`config.mk`:
```
export PLATFORM = sky130hd
export DESIGN_NAME = cpx_mult_acc
export DESIGN_NICKNAME = d
export VERILOG_FILES = /design/src/rtl/cpx_mult_acc.sv
export SDC_FILE = /design/constraint.sdc
export NUM_CORES = 1
export LEC_CHECK = 0
export CAP_MARGIN = 0
export CORE_MARGIN = 5
export CORE_UTILIZATION = 55
export CTS_BUF_LIST = sky130_fd_sc_hd__clkbuf_4
export DETAILED_ROUTE_END_ITERATION = 6
export GPL_ROUTABILITY_DRIVEN = 0
export PLACE_DENSITY = 0.74
export REMOVE_ABC_BUFFERS = 1
export SLEW_MARGIN = 10
export SYNTH_ARGS = -nofsm -noshare
export SYNTH_HDL_FRONTEND = slang
export SYNTH_SLANG_ARGS = --single-unit
```
`constraint.sdc`:
```
create_clock -name clk -period 10.05 [get_ports clk]
set_input_delay 2.01 -clock clk [delete_from_list [all_inputs] [get_ports clk]]
set_output_delay 2.01 -clock clk [all_outputs]
set_load 0.1 [all_outputs]
```
`src/rtl/cpx_mult_acc.sv`:
```
// Pipelined complex multiply-accumulate: x*y or x*conj(y) per beat, ACC_LEN beats per scaled result.
// Optional build macro CPX_MULT_ACC_ROUND_EN selects round-half-up with saturation at the output stage.
module cpx_mult_acc #(
  parameter int X_BITS   = 8,
  parameter int Y_BITS   = 8,
  parameter int ACC_LEN  = 4,
  parameter int OUT_BITS = 19
) (
  input  logic                       clk,
  input  logic                       reset,
  input  logic                       m_axis_tvalid,
  output logic                       s_axis_tready,
  input  logic signed [X_BITS-1:0]   xi,
  input  logic signed [X_BITS-1:0]   xq,
  input  logic signed [Y_BITS-1:0]   yi,
  input  logic signed [Y_BITS-1:0]   yq,
  input  logic                       conj,
  output logic                       s_axis_tvalid,
  input  logic                       m_axis_tready,
  output logic signed [OUT_BITS-1:0] i_out,
  output logic signed [OUT_BITS-1:0] q_out
);

  localparam int ACC_W = X_BITS + Y_BITS + 1 + $clog2(ACC_LEN);
  localparam int SHIFT = ACC_W - OUT_BITS;
  localparam int PW    = X_BITS + Y_BITS + 1;
  localparam int MW    = X_BITS + Y_BITS;
  localparam int YW    = Y_BITS + 1;
  localparam int CNT_W = (ACC_LEN > 1) ? $clog2(ACC_LEN) : 1;

`ifdef CPX_MULT_ACC_ROUND_EN
  localparam int RSH = (SHIFT > 0) ? SHIFT - 1 : 0;
  localparam logic signed [ACC_W:0] RND  = (ACC_W+1)'(1'b1) << RSH;
  localparam logic signed [ACC_W:0] OMAX = (ACC_W+1)'({(OUT_BITS-1){1'b1}});
`endif

  // Rounding can only carry upward, so only the positive limit needs a clamp.
  function automatic logic signed [OUT_BITS-1:0] scale(input logic signed [ACC_W-1:0] v);
`ifdef CPX_MULT_ACC_ROUND_EN
    logic signed [ACC_W:0] wide;
    logic signed [ACC_W:0] sh;
    wide = (ACC_W+1)'(v) + RND;
    sh   = wide >>> SHIFT;
    if (SHIFT == 0) begin
      scale = OUT_BITS'(v);
    end else if (sh > OMAX) begin
      scale = {1'b0, {(OUT_BITS-1){1'b1}}};
    end else begin
      scale = OUT_BITS'(sh);
    end
`else
    scale = OUT_BITS'(v >>> SHIFT);
`endif
  endfunction

  logic                     rdy_q;
  logic                     en;
  logic                     accept;
  logic                     v1_q, v1_d, v2_q, v2_d, v3_q, v3_d, vo_q, vo_d;
  logic signed [X_BITS-1:0] xi1_q, xi1_d, xq1_q, xq1_d;
  logic signed [Y_BITS-1:0] yi1_q, yi1_d;
  logic signed [YW-1:0]     yq1_q, yq1_d;
  logic signed [MW-1:0]     mii_q, mii_d, mqi_q, mqi_d;
  logic signed [PW-1:0]     mqq_q, mqq_d, miq_q, miq_d;
  logic signed [PW-1:0]     pi3_q, pi3_d, pq3_q, pq3_d;
  logic [CNT_W-1:0]         cnt_q, cnt_d;
  logic signed [ACC_W-1:0]  acc_i_q, acc_i_d, acc_q_q, acc_q_d;
  logic signed [ACC_W-1:0]  sum_i, sum_q;
  logic signed [OUT_BITS-1:0] io_q, io_d, qo_q, qo_d;
  logic                     last;

  assign s_axis_tready = rdy_q && en;
  assign s_axis_tvalid = vo_q;
  assign i_out         = io_q;
  assign q_out         = qo_q;

  // Next-state for every pipeline stage; a held result freezes the whole pipe.
  always_comb begin
    en      = !(vo_q && !m_axis_tready);
    accept  = m_axis_tvalid && rdy_q && en;
    v1_d = v1_q;  xi1_d = xi1_q;  xq1_d = xq1_q;  yi1_d = yi1_q;  yq1_d = yq1_q;
    v2_d = v2_q;  mii_d = mii_q;  mqq_d = mqq_q;  miq_d = miq_q;  mqi_d = mqi_q;
    v3_d = v3_q;  pi3_d = pi3_q;  pq3_d = pq3_q;
    cnt_d = cnt_q;  acc_i_d = acc_i_q;  acc_q_d = acc_q_q;
    vo_d = vo_q;  io_d = io_q;  qo_d = qo_q;
    last  = (cnt_q == CNT_W'(ACC_LEN - 1));
    sum_i = (cnt_q == '0) ? ACC_W'(pi3_q) : acc_i_q + ACC_W'(pi3_q);
    sum_q = (cnt_q == '0) ? ACC_W'(pq3_q) : acc_q_q + ACC_W'(pq3_q);
    if (en) begin
      v1_d  = accept;
      xi1_d = xi;
      xq1_d = xq;
      yi1_d = yi;
      // One extra bit so negating the most negative yq cannot wrap.
      yq1_d = conj ? -(YW'(yq)) : YW'(yq);
      v2_d  = v1_q;
      mii_d = MW'(xi1_q) * MW'(yi1_q);
      mqq_d = PW'(xq1_q) * PW'(yq1_q);
      miq_d = PW'(xi1_q) * PW'(yq1_q);
      mqi_d = MW'(xq1_q) * MW'(yi1_q);
      v3_d  = v2_q;
      pi3_d = PW'(mii_q) - mqq_q;
      pq3_d = miq_q + PW'(mqi_q);
      vo_d  = 1'b0;
      if (v3_q) begin
        acc_i_d = sum_i;
        acc_q_d = sum_q;
        if (last) begin
          cnt_d = '0;
          vo_d  = 1'b1;
          io_d  = scale(sum_i);
          qo_d  = scale(sum_q);
        end else begin
          cnt_d = cnt_q + CNT_W'(1);
        end
      end else begin
        cnt_d = cnt_q;
      end
    end else begin
      vo_d = vo_q;
    end
  end

  // State registers with asynchronous clear.
  always_ff @(posedge clk or posedge reset) begin
    if (reset) begin
      rdy_q <= 1'b0;
      v1_q <= 1'b0;  xi1_q <= '0;  xq1_q <= '0;  yi1_q <= '0;  yq1_q <= '0;
      v2_q <= 1'b0;  mii_q <= '0;  mqq_q <= '0;  miq_q <= '0;  mqi_q <= '0;
      v3_q <= 1'b0;  pi3_q <= '0;  pq3_q <= '0;
      cnt_q <= '0;  acc_i_q <= '0;  acc_q_q <= '0;
      vo_q <= 1'b0;  io_q <= '0;  qo_q <= '0;
    end else begin
      rdy_q <= 1'b1;
      v1_q <= v1_d;  xi1_q <= xi1_d;  xq1_q <= xq1_d;  yi1_q <= yi1_d;  yq1_q <= yq1_d;
      v2_q <= v2_d;  mii_q <= mii_d;  mqq_q <= mqq_d;  miq_q <= miq_d;  mqi_q <= mqi_d;
      v3_q <= v3_d;  pi3_q <= pi3_d;  pq3_q <= pq3_d;
      cnt_q <= cnt_d;  acc_i_q <= acc_i_d;  acc_q_q <= acc_q_d;
      vo_q <= vo_d;  io_q <= io_d;  qo_q <= qo_d;
    end
  end

endmodule

```
==> flow_summary.yaml <==
clocking:
  clock-sinks: 216
  cts_setup_buffers: 0
  tritoncts_clock_tree: "yes"
  clock_network_latency_to_the_later_pin_of_the_worst_skew_pair_ns: 0.80
  clkSlewWorstSetupHoldPaths_ns: 0.06
  cts_hold_buf: 0
  count_of_cells_resized_by_post_cts_repair: 0
  cts-root-buf: "clkbuf_4"
  cts_htree_levels: 2
  clockBufferDepth: 3
  cts_inserted_buffers: 59
flow_run:
  max_cap_viol_count: 0
grt:
  grt_overflow: 0
  initial_antenna_violation_count: 3
  grt_pass1_wl_um: 81300
  grt_start_max_net_pins: 146
  grtUsageTotal_pct: 22.2
  grt_pass1_vias: 17000
routing:
  ant_nets: 0
  remaining_drc_errors: 0
  wirelength_um: 47300
  drtIter0Drc: 984
  vias: 16700
  vias_per_cell: 5.39
  drt_pass1_iterations: 5
  routed_wl_per_cell_um: 15.3
yosys:
  synth_top_area_share_pct: 24.8
  synth_seq_area_share_pct: 24.8
  synth_ff_type: "dfrtp_1"
  synthesis.instances: 2463
  synth.largest_area_cell: "dfrtp_1"
  post_synthesis_async_set_or_reset_flop_share_pct: 100
  ys_types: 58
  synthTopCellsByArea: "dfrtp_1, fa_1, ha_1"
  synth_area_um2: 21800
  synth_edf_count: 0
  yosys_register_bits: 216
  avgSynthCellArea_um2: 8.86
  synth_warnings: 0
timing:
  report.final.hold_viol_count: 0
  grt_setup_unrepaired: "false"
  worstMarginPinSlew_ns: 1.01
  count_of_endpoints_failing_setup_in_the_final_report: 0
  finalCriticalPeriod_ns: 6.63
  layout_worst_path_cycle_share_pct: 66.0
  worst_hold_slack_ns: 0.469
  timing.clock.skew_ns: 0.0462
  finalMaxSlewViolations: 0
  maxSlewHeadroom_pct: 32.3
  sum_of_negative_setup_slack_ns: 0
  setup_slack_ns: 3.42
  maxClockFrequency_mhz: 151
critical_path:
  crit_fanout: 64
  wp_data_arrival_ns: 4.62
  r2r_setup_slack_ns: 4.88
  worstSetupPathType: "primary input to primary output"
  worst-endpoint-required_ns: 8.04
  element_type_at_the_critical_path_start: "primary input"
  setup.worst_path.end_class: "primary output"
floorplanning:
  design.die.area_um2: 43700
  floorplan.rows: 73
  num_io_pins: 77
  design.core.area_um2: 39500
  starting_density_of_the_core_pct: 55.3
  die_height_um: 209
  die_width_um: 209
placed_design:
  dp_worst_setup_slack_ns: 3.40
  dp_hpwl_um: 35300
  dpl-instance-area_um2: 23000
  buffer_ports.inserted: 76
finish:
  fill_cells: 3482
  finish.net_count: 2984
  layout_commonest_cell: "inv_1"
  fraction_of_final_layout_cells_sized_beyond_drive_strength_1_pct: 4.68
  layout.cell_area.non_filler_um2: 23700
  leading_cell_types_in_the_layout_fill_and_taps_excluded: "inv_1, nand2_1, fa_1"
  area_growth_pct: 8.71
run_status:
  status: "finished, final reports clean"
worst_hold_path:
  min_path_type: "flip-flop to flip-flop"
-- flip-flops by register name (all words and copies together) (netlist names), 9 cells and up --
| name | flops |
|---|---|
| pi3_q | 17 |
| mqq_q | 17 |
| i_out | 19 |
| mii_q | 16 |
| pq3_q | 17 |
| miq_q | 17 |
| yq1_q | 9 |
| mqi_q | 16 |
| q_out | 19 |
| acc_i_q | 19 |
| acc_q_q | 19 |
-- synth_stat cells (all sizes together), types with 2 or more instances --
cell type	instances
or3	4
nor3	21
a211oi	17
dfrtp	216
a21oi	122
nand3	16
nor3b	5
o31a	4
clkbuf	83
xor2	47
mux2i	12
a21o	34
o21a	21
a31oi	14
nand2	359
o31ai	18
ha	191
nor2b	26
mux2	10
o21ai	174
o41ai	2
o211ai	7
or4	3
and3	19
a21boi	2
and2	170
o21bai	9
a311oi	3
xnor2	75
fa	236
inv	378
o221ai	5
buf	5
nand2b	29
or2	3
o22ai	2
nand4b	2
nor2	106
-- kinds of logic after synthesis --
family | after synthesis | share of synthesized area [%]
AOI/OAI and AO/OA | 443 | 12.1
other | 1 | 0.0172
buffers and inverters | 466 | 8.02
DFF | 216 | 24.8
muxes | 22 | 1.07
adders and majority gates | 427 | 32.6
xor gates and xnor gates | 122 | 4.90
and+or+nand+nor | 766 | 16.5
-- metrics by stage --
stage / instances / utilization [%]
global placement: 2984 / 58.3
CTS: 3090 / 60.1
detailed placement: 2984 / 58.3
floorplan: 2375 / -
global route: 3091 / 60.1
finish: 3091 / 60.1
-- metal layers --
metal / global-route usage, % / wire length [um] / vias up
li1: - / - / 8009
met1: 30.2 / 21300 / 8132
met2: 36.7 / 22100 / 427
met3: 3.63 / 2600 / 87
met4: 6.68 / 1210 / 4
met5: 0 / 21 / -
-- cell type report --
type,instances,area (um^2),area share (%)
Multi-Input combinational cell,1781,14700,61.9
Clock inverter,22,97.6,0.412
Sequential cell,216,5410,22.8
Timing Repair Buffer,84,821,3.46
Antenna cell,1,2.50,0.0106
Tap cell,525,657,2.77
Clock buffer,84,631,2.66
Inverter,378,1430,6.01
-- critical path, stage by stage --
cell             delay (ns)
clkdlybuf4s50_1        0.52
nand2b_4               0.59
and2_1                 0.30
clkdlybuf4s50_1        1.16
-- path summary, 6_finish.rpt --
check                         startpoint            end  cells after the start
setup / recovery           m_axis_tready  s_axis_tready                      4
hold / removal                      v1_q           v1_q                      2
setup reg to reg                yi1_q[2]      mii_q[15]                     14
hold reg to reg                     v1_q           v1_q                      2
max in group asynchronous          reset       yq1_q[3]                      3
min in group asynchronous          reset       i_out[4]                      2
Power is left out: the tool's default activity adds up to more than one toggle a clock period on the data nets, which glitch-free logic cannot reach.
